`src/rtl/obi_bank_rr_arbiter.sv`:
```
// ----------------------------------------------------------------------------
// obi_bank_rr_arbiter
//
// N-to-1 OBI arbiter for one shared memory bank. It sits between the crossbar
// master ports and the bank slave port. Requests are arbitrated round-robin.
// A request that the bank has not yet granted is locked, so its address and
// data stay stable. The index of each accepted master is recorded in an
// in-order ID FIFO, so every response is returned to the master that issued
// it.
//
// Ports
//   clk_i, rst_ni     clock, synchronous active-low reset
//   m_req_i           per-master request
//   m_addr_i          per-master address, packed, master 0 in the LSBs
//   m_we_i            per-master write enable
//   m_be_i            per-master byte enables, packed
//   m_wdata_i         per-master write data, packed
//   m_gnt_o           per-master grant (one-hot or zero)
//   m_rvalid_o        per-master response valid (one-hot or zero)
//   m_rdata_o         response data, broadcast to all masters
//   s_*               bank-side OBI request/response
//   outstanding_o     accepted-but-unanswered transaction count
//   resp_err_o        pulse: response arrived with nothing outstanding
// ----------------------------------------------------------------------------
module obi_bank_rr_arbiter #(
    parameter int unsigned NMASTER         = 7,
    parameter int unsigned MAX_OUTSTANDING = 2,
    parameter int unsigned AW              = 32,
    parameter int unsigned DW              = 32
) (
    input  logic                                   clk_i,
    input  logic                                   rst_ni,
    input  logic [NMASTER-1:0]                     m_req_i,
    input  logic [NMASTER*AW-1:0]                  m_addr_i,
    input  logic [NMASTER-1:0]                     m_we_i,
    input  logic [NMASTER*(DW/8)-1:0]              m_be_i,
    input  logic [NMASTER*DW-1:0]                  m_wdata_i,
    output logic [NMASTER-1:0]                     m_gnt_o,
    output logic [NMASTER-1:0]                     m_rvalid_o,
    output logic [DW-1:0]                          m_rdata_o,
    output logic                                   s_req_o,
    output logic [AW-1:0]                          s_addr_o,
    output logic                                   s_we_o,
    output logic [DW/8-1:0]                        s_be_o,
    output logic [DW-1:0]                          s_wdata_o,
    input  logic                                   s_gnt_i,
    input  logic                                   s_rvalid_i,
    input  logic [DW-1:0]                          s_rdata_i,
    output logic [$clog2(MAX_OUTSTANDING+1)-1:0]   outstanding_o,
    output logic                                   resp_err_o
);

    localparam int unsigned IdxW = (NMASTER > 1) ? $clog2(NMASTER) : 1;
    localparam int unsigned PtrW = (MAX_OUTSTANDING > 1) ? $clog2(MAX_OUTSTANDING) : 1;
    localparam int unsigned CntW = $clog2(MAX_OUTSTANDING + 1);
    localparam int unsigned BW   = DW / 8;

    // Arbitration state
    logic [IdxW-1:0] rr_q;
    logic            lock_q;
    logic [IdxW-1:0] lock_idx_q;

    // Response-ID FIFO
    logic [IdxW-1:0] fifo_q [MAX_OUTSTANDING];
    logic [PtrW-1:0] wr_ptr_q;
    logic [PtrW-1:0] rd_ptr_q;
    logic [CntW-1:0] cnt_q;

    logic [IdxW-1:0] rr_win;
    logic            rr_found;
    logic [IdxW-1:0] win;
    logic            win_valid;
    logic            full;
    logic            empty;
    logic            hs;
    logic            pop;
    logic [IdxW-1:0] head;

    function automatic logic [PtrW-1:0] ptr_inc(input logic [PtrW-1:0] p);
        return (p == PtrW'(MAX_OUTSTANDING - 1)) ? '0 : p + 1'b1;
    endfunction

    // Round-robin search starting at rr_q
    always_comb begin
        int unsigned cand;
        rr_win   = rr_q;
        rr_found = 1'b0;
        cand     = 0;
        for (int unsigned k = 0; k < NMASTER; k++) begin
            cand = 32'(rr_q) + k;
            if (cand >= NMASTER) begin
                cand = cand - NMASTER;
            end
            if (!rr_found && m_req_i[IdxW'(cand)]) begin
                rr_win   = IdxW'(cand);
                rr_found = 1'b1;
            end
        end
    end

    // A locked master that drops its request is never granted; the lock is
    // released on the next edge instead.
    assign win       = lock_q ? lock_idx_q : rr_win;
    assign win_valid = lock_q ? m_req_i[lock_idx_q] : rr_found;

    assign full  = (cnt_q == CntW'(MAX_OUTSTANDING));
    assign empty = (cnt_q == '0);

    // Full is evaluated on registered occupancy only, so a same-cycle pop
    // never opens the request path (no s_rvalid_i -> s_req_o path).
    assign s_req_o    = win_valid && !full;
    assign hs         = s_req_o && s_gnt_i;
    assign pop        = s_rvalid_i && !empty;
    assign resp_err_o = s_rvalid_i && empty;
    assign head       = fifo_q[rd_ptr_q];

    assign m_rdata_o     = s_rdata_i;
    assign outstanding_o = cnt_q;

    always_comb begin
        s_addr_o  = '0;
        s_we_o    = 1'b0;
        s_be_o    = '0;
        s_wdata_o = '0;
        if (s_req_o) begin
            s_addr_o  = m_addr_i[win*AW +: AW];
            s_we_o    = m_we_i[win];
            s_be_o    = m_be_i[win*BW +: BW];
            s_wdata_o = m_wdata_i[win*DW +: DW];
        end
    end

    always_comb begin
        m_gnt_o    = '0;
        m_rvalid_o = '0;
        if (hs) begin
            m_gnt_o[win] = 1'b1;
        end
        if (pop) begin
            m_rvalid_o[head] = 1'b1;
        end
    end

    always_ff @(posedge clk_i) begin
        if (!rst_ni) begin
            rr_q       <= '0;
            lock_q     <= 1'b0;
            lock_idx_q <= '0;
            wr_ptr_q   <= '0;
            rd_ptr_q   <= '0;
            cnt_q      <= '0;
            for (int unsigned i = 0; i < MAX_OUTSTANDING; i++) begin
                fifo_q[i] <= '0;
            end
        end else begin
            if (hs) begin
                rr_q   <= (win == IdxW'(NMASTER - 1)) ? '0 : win + 1'b1;
                lock_q <= 1'b0;
            end else if (s_req_o) begin
                // Bank stalled: hold this master until it is granted
                lock_q     <= 1'b1;
                lock_idx_q <= win;
            end else if (lock_q && !m_req_i[lock_idx_q]) begin
                lock_q <= 1'b0;
            end

            if (hs) begin
                fifo_q[wr_ptr_q] <= win;
                wr_ptr_q         <= ptr_inc(wr_ptr_q);
            end
            if (pop) begin
                rd_ptr_q <= ptr_inc(rd_ptr_q);
            end

            if (hs && !pop) begin
                cnt_q <= cnt_q + 1'b1;
            end else if (!hs && pop) begin
                cnt_q <= cnt_q - 1'b1;
            end
        end
    end

endmodule
```
`config.mk`:
```
export PLATFORM = sky130hd
export DESIGN_NAME = obi_bank_rr_arbiter
export DESIGN_NICKNAME = d
export VERILOG_FILES = /design/src/rtl/obi_bank_rr_arbiter.sv
export SDC_FILE = /design/constraint.sdc
export NUM_CORES = 1
export LEC_CHECK = 0
export ABC_AREA = 0
export CAP_MARGIN = 0
export CORE_AREA = 4 4 252 254
export CTS_CLUSTER_DIAMETER = 80
export DETAILED_ROUTE_END_ITERATION = 8
export DIE_AREA = 0 0 256 258
export GPL_ROUTABILITY_DRIVEN = 0
export GPL_TIMING_DRIVEN = 1
export PLACE_DENSITY = 0.36
export SLEW_MARGIN = 30
export SYNTH_ARGS = -nofsm -noshare
export SYNTH_HDL_FRONTEND = slang
export SYNTH_SLANG_ARGS = --single-unit
```
`constraint.sdc`:
```
create_clock -name clk_i -period 10.3 [get_ports clk_i]
set_clock_uncertainty 0.1 [all_clocks]
set_input_delay 1.545 -clock clk_i [delete_from_list [all_inputs] [get_ports clk_i]]
set_output_delay 1.545 -clock clk_i [all_outputs]
set_load 0.01 [all_outputs]
```
==> out/metrics.cfg <==
[floorplanning]
die_h_um=258
dieArea_um2=66000
initial_core_util_pct=12.3
die_w_um=256
core-area_um2=61300
rows=91
ios=645

[clock_tree]
post_cts_buffers=0
cts_max_level=1
clk_pin_slew_ns=0.05
cts.path.max_buffers=2
numClockSinks=18
cts_hold_buf=0
clk_latency_ns=0.25
cts_root_buffer=clkbuf_16
cts_resized=0
cts_buffers=3
cts_tree=built

[synth]
synth_flop_cell=dfxtp_1
synth_edf_count=6
ys_seq_area_share_pct=5.57
synthArstFlopShare_pct=0
synthDistinctLibCells=83
syn_nets=1445
ys_ff_latch=18
avgSynthCellArea_um2=8.33
netlist_area_um2=7540
syn_inst=906
ys_warn_count=0

[sta]
setup_viol=0
worst_pin_slew_ns=0.958
drv_slew=0
relSlewSlack_pct=36.1
finalCritPeriodShare_pct=84.2
setup_tns_ns=0
fin_ws_ns=1.63
finalHoldViolations=0
fin_crit_ns=8.67
fmax_ghz=0.115
rsz0062_at_grt=false
whs_ns=0.487

[place]
preCtsSetupSlack_ns=1.54
portBuffers=580
dp_hpwl_mm=46.6
place_inst=2165

[setup_path]
worstPathRequired_ns=8.66
crit_arrival_ns=7.02
critPathCaptureType=output port
timing.rr.start=rr_q[0]
path_class=in2out
cp-startpoint=m_req_i[6]
path_max_fanout=106
startpoint_type=input port
r2r_cells=17

[route]
drtPass1Iterations=5
viasPerCell=4.36
wl_per_cell_um=25.5
totalWireLength_mm=55.4
route.detailed.drc=0
ant_nets=0
vias=9475
drt_iter0_drc=390

[finish]
layout.cells.non_filler=2172
drive_gt1_share_pct=14.0
area_growth_pct=85.3
nNetsFinal=1919

[hold_path]
holdCritPathClass=reg2reg
min_from=rd_ptr_q
hold_depth=2

[job]
max_cap_viol_count=0

[grt]
grt.overflow.total=0
grt_pass1_wl_mm=76.3
antenna_found_initial=14
grt_pass1_vias=9881
gr-usage-all-layers_pct=15.6
grt_max_degree=107

[status]
outcome=completed

## stage by stage
| step | util, % | area [um2] |
|---|---|---|
| 5_1_grt | 22.8 | 14000 |
| 2_1_floorplan | - | 7540 |
| 6_report | 22.8 | 14000 |
| 4_1_cts | 22.8 | 14000 |
| 3_3_place_gp | 22.7 | 13900 |
| 3_5_place_dp | 22.7 | 13900 |
## logic make-up (layout without fill, tap and decap cells)
| group | after synthesis | count (layout) | synth area share [%] |
|---|---|---|---|
| other | 0 | 3 | 0 |
| AO/OA/AOI/OAI | 312 | 312 | 39.0 |
| XOR/XNOR | 8 | 8 | 0.929 |
| adder cells (fa/ha/maj) | 13 | 13 | 2.26 |
| multiplexers | 166 | 166 | 23.6 |
| buffers and inverters | 158 | 631 | 11.1 |
| AND/OR/NAND/NOR | 231 | 231 | 17.5 |
| flip-flops | 18 | 18 | 5.57 |
## state kept, by name (all words and copies together), names as in the netlist, named ones only
| name | cells |
|---|---|
| lock_q | 1 |
| rr_q | 3 |
| lock_idx_q | 3 |
| fifo_q | 6 |
| rd_ptr_q | 1 |
| wr_ptr_q | 1 |
| outstanding_o | 2 |
## metal layers
| metal | part of all wire (%) | global-route usage, % |
|---|---|---|
| met5 | 0.15 | 0 |
| met4 | 1.9 | 2.80 |
| met3 | 6.3 | 3.95 |
| met2 | 53 | 29.3 |
| met1 | 39 | 18.0 |
## final cells by class
type,instances,area [um2]
fill,6751,47300
multi-input combinational,730,6330
timing repair buffer,608,6080
tap,790,988
sequential,18,420
clock buffer,3,75.1
inverter,19,71.3
antenna,3,7.51
clock inverter,1,3.75
## placed cells by master (no fill, tap or decap), drive strengths merged, types with 5 or more instances in the layout
cell type	instances
edfxtp	6
xnor2	7
mux2i	91
and2	10
buf	28
nand2	28
a21oi	15
a2111oi	71
clkdlybuf4s50	580
a21boi	5
nor2	39
a32oi	5
a211oi	75
mux2	73
a311oi	5
nand2b	14
a221oi	72
nor3	12
ha	12
o211ai	6
inv	19
or3	10
dfxtp	12
nor3b	6
a31oi	6
nand3	14
o21ai	18
nor2b	75
## Yosys cell counts, types with 3 or more instances
| master | instances | area share, % |
|---|---|---|
| nand2b_1 | 14 | 1.2 |
| a21boi_0 | 3 | 0.30 |
| xnor2_1 | 7 | 0.81 |
| a2111oi_1 | 6 | 0.80 |
| dfxtp_1 | 12 | 3.2 |
| mux2_2 | 73 | 11 |
| edfxtp_1 | 6 | 2.4 |
| nor3_1 | 11 | 0.73 |
| mux2i_1 | 91 | 12 |
| or3_1 | 8 | 0.66 |
| and2_1 | 10 | 0.83 |
| o211ai_1 | 6 | 0.60 |
| nor2_1 | 38 | 1.9 |
| a211o_1 | 4 | 0.46 |
| nand3_1 | 14 | 0.93 |
| a32oi_1 | 5 | 0.58 |
| buf_1 | 3 | 0.15 |
| nand4_1 | 3 | 0.25 |
| ha_1 | 12 | 2.0 |
| o22ai_1 | 3 | 0.25 |
| clkbuf_1 | 59 | 2.9 |
| a31oi_1 | 6 | 0.50 |
| and3b_1 | 4 | 0.46 |
| nand2_1 | 28 | 1.4 |
| nand3b_1 | 4 | 0.40 |
| nor2b_1 | 75 | 6.2 |
| a221oi_1 | 71 | 8.2 |
| o21ai_0 | 16 | 1.1 |
| a2111oi_2 | 63 | 13 |
| a211oi_1 | 74 | 7.4 |
| a21oi_1 | 14 | 0.93 |
| inv_1 | 17 | 0.85 |
| buf_4 | 51 | 5.1 |
| nor4b_1 | 3 | 0.35 |
| buf_2 | 22 | 1.5 |
| nor3b_1 | 6 | 0.60 |
| a311oi_1 | 5 | 0.58 |
## worst max-delay path: stages
cell,delay (ns)
clkdlybuf4s50_1,0.84
mux2i_1,0.19
mux4_2,0.51
o22ai_1,0.44
nand3_1,0.24
o211ai_1,0.23
a311oi_1,0.11
a211oi_4,0.36
buf_12,0.43
buf_12,0.45
mux2i_1,0.22
a2111oi_1,0.58
clkdlybuf4s50_1,0.65
## final timing paths
path	endpoint	slack (ns)
min	rd_ptr_q	0.49
max reg2reg	outstanding_o[1]	4.78
min reg2reg	rd_ptr_q	0.49
max	s_we_o	1.63
Power is left out: the tool's default activity adds up to more than one toggle a clock period on the data nets, which glitch-free logic cannot reach.
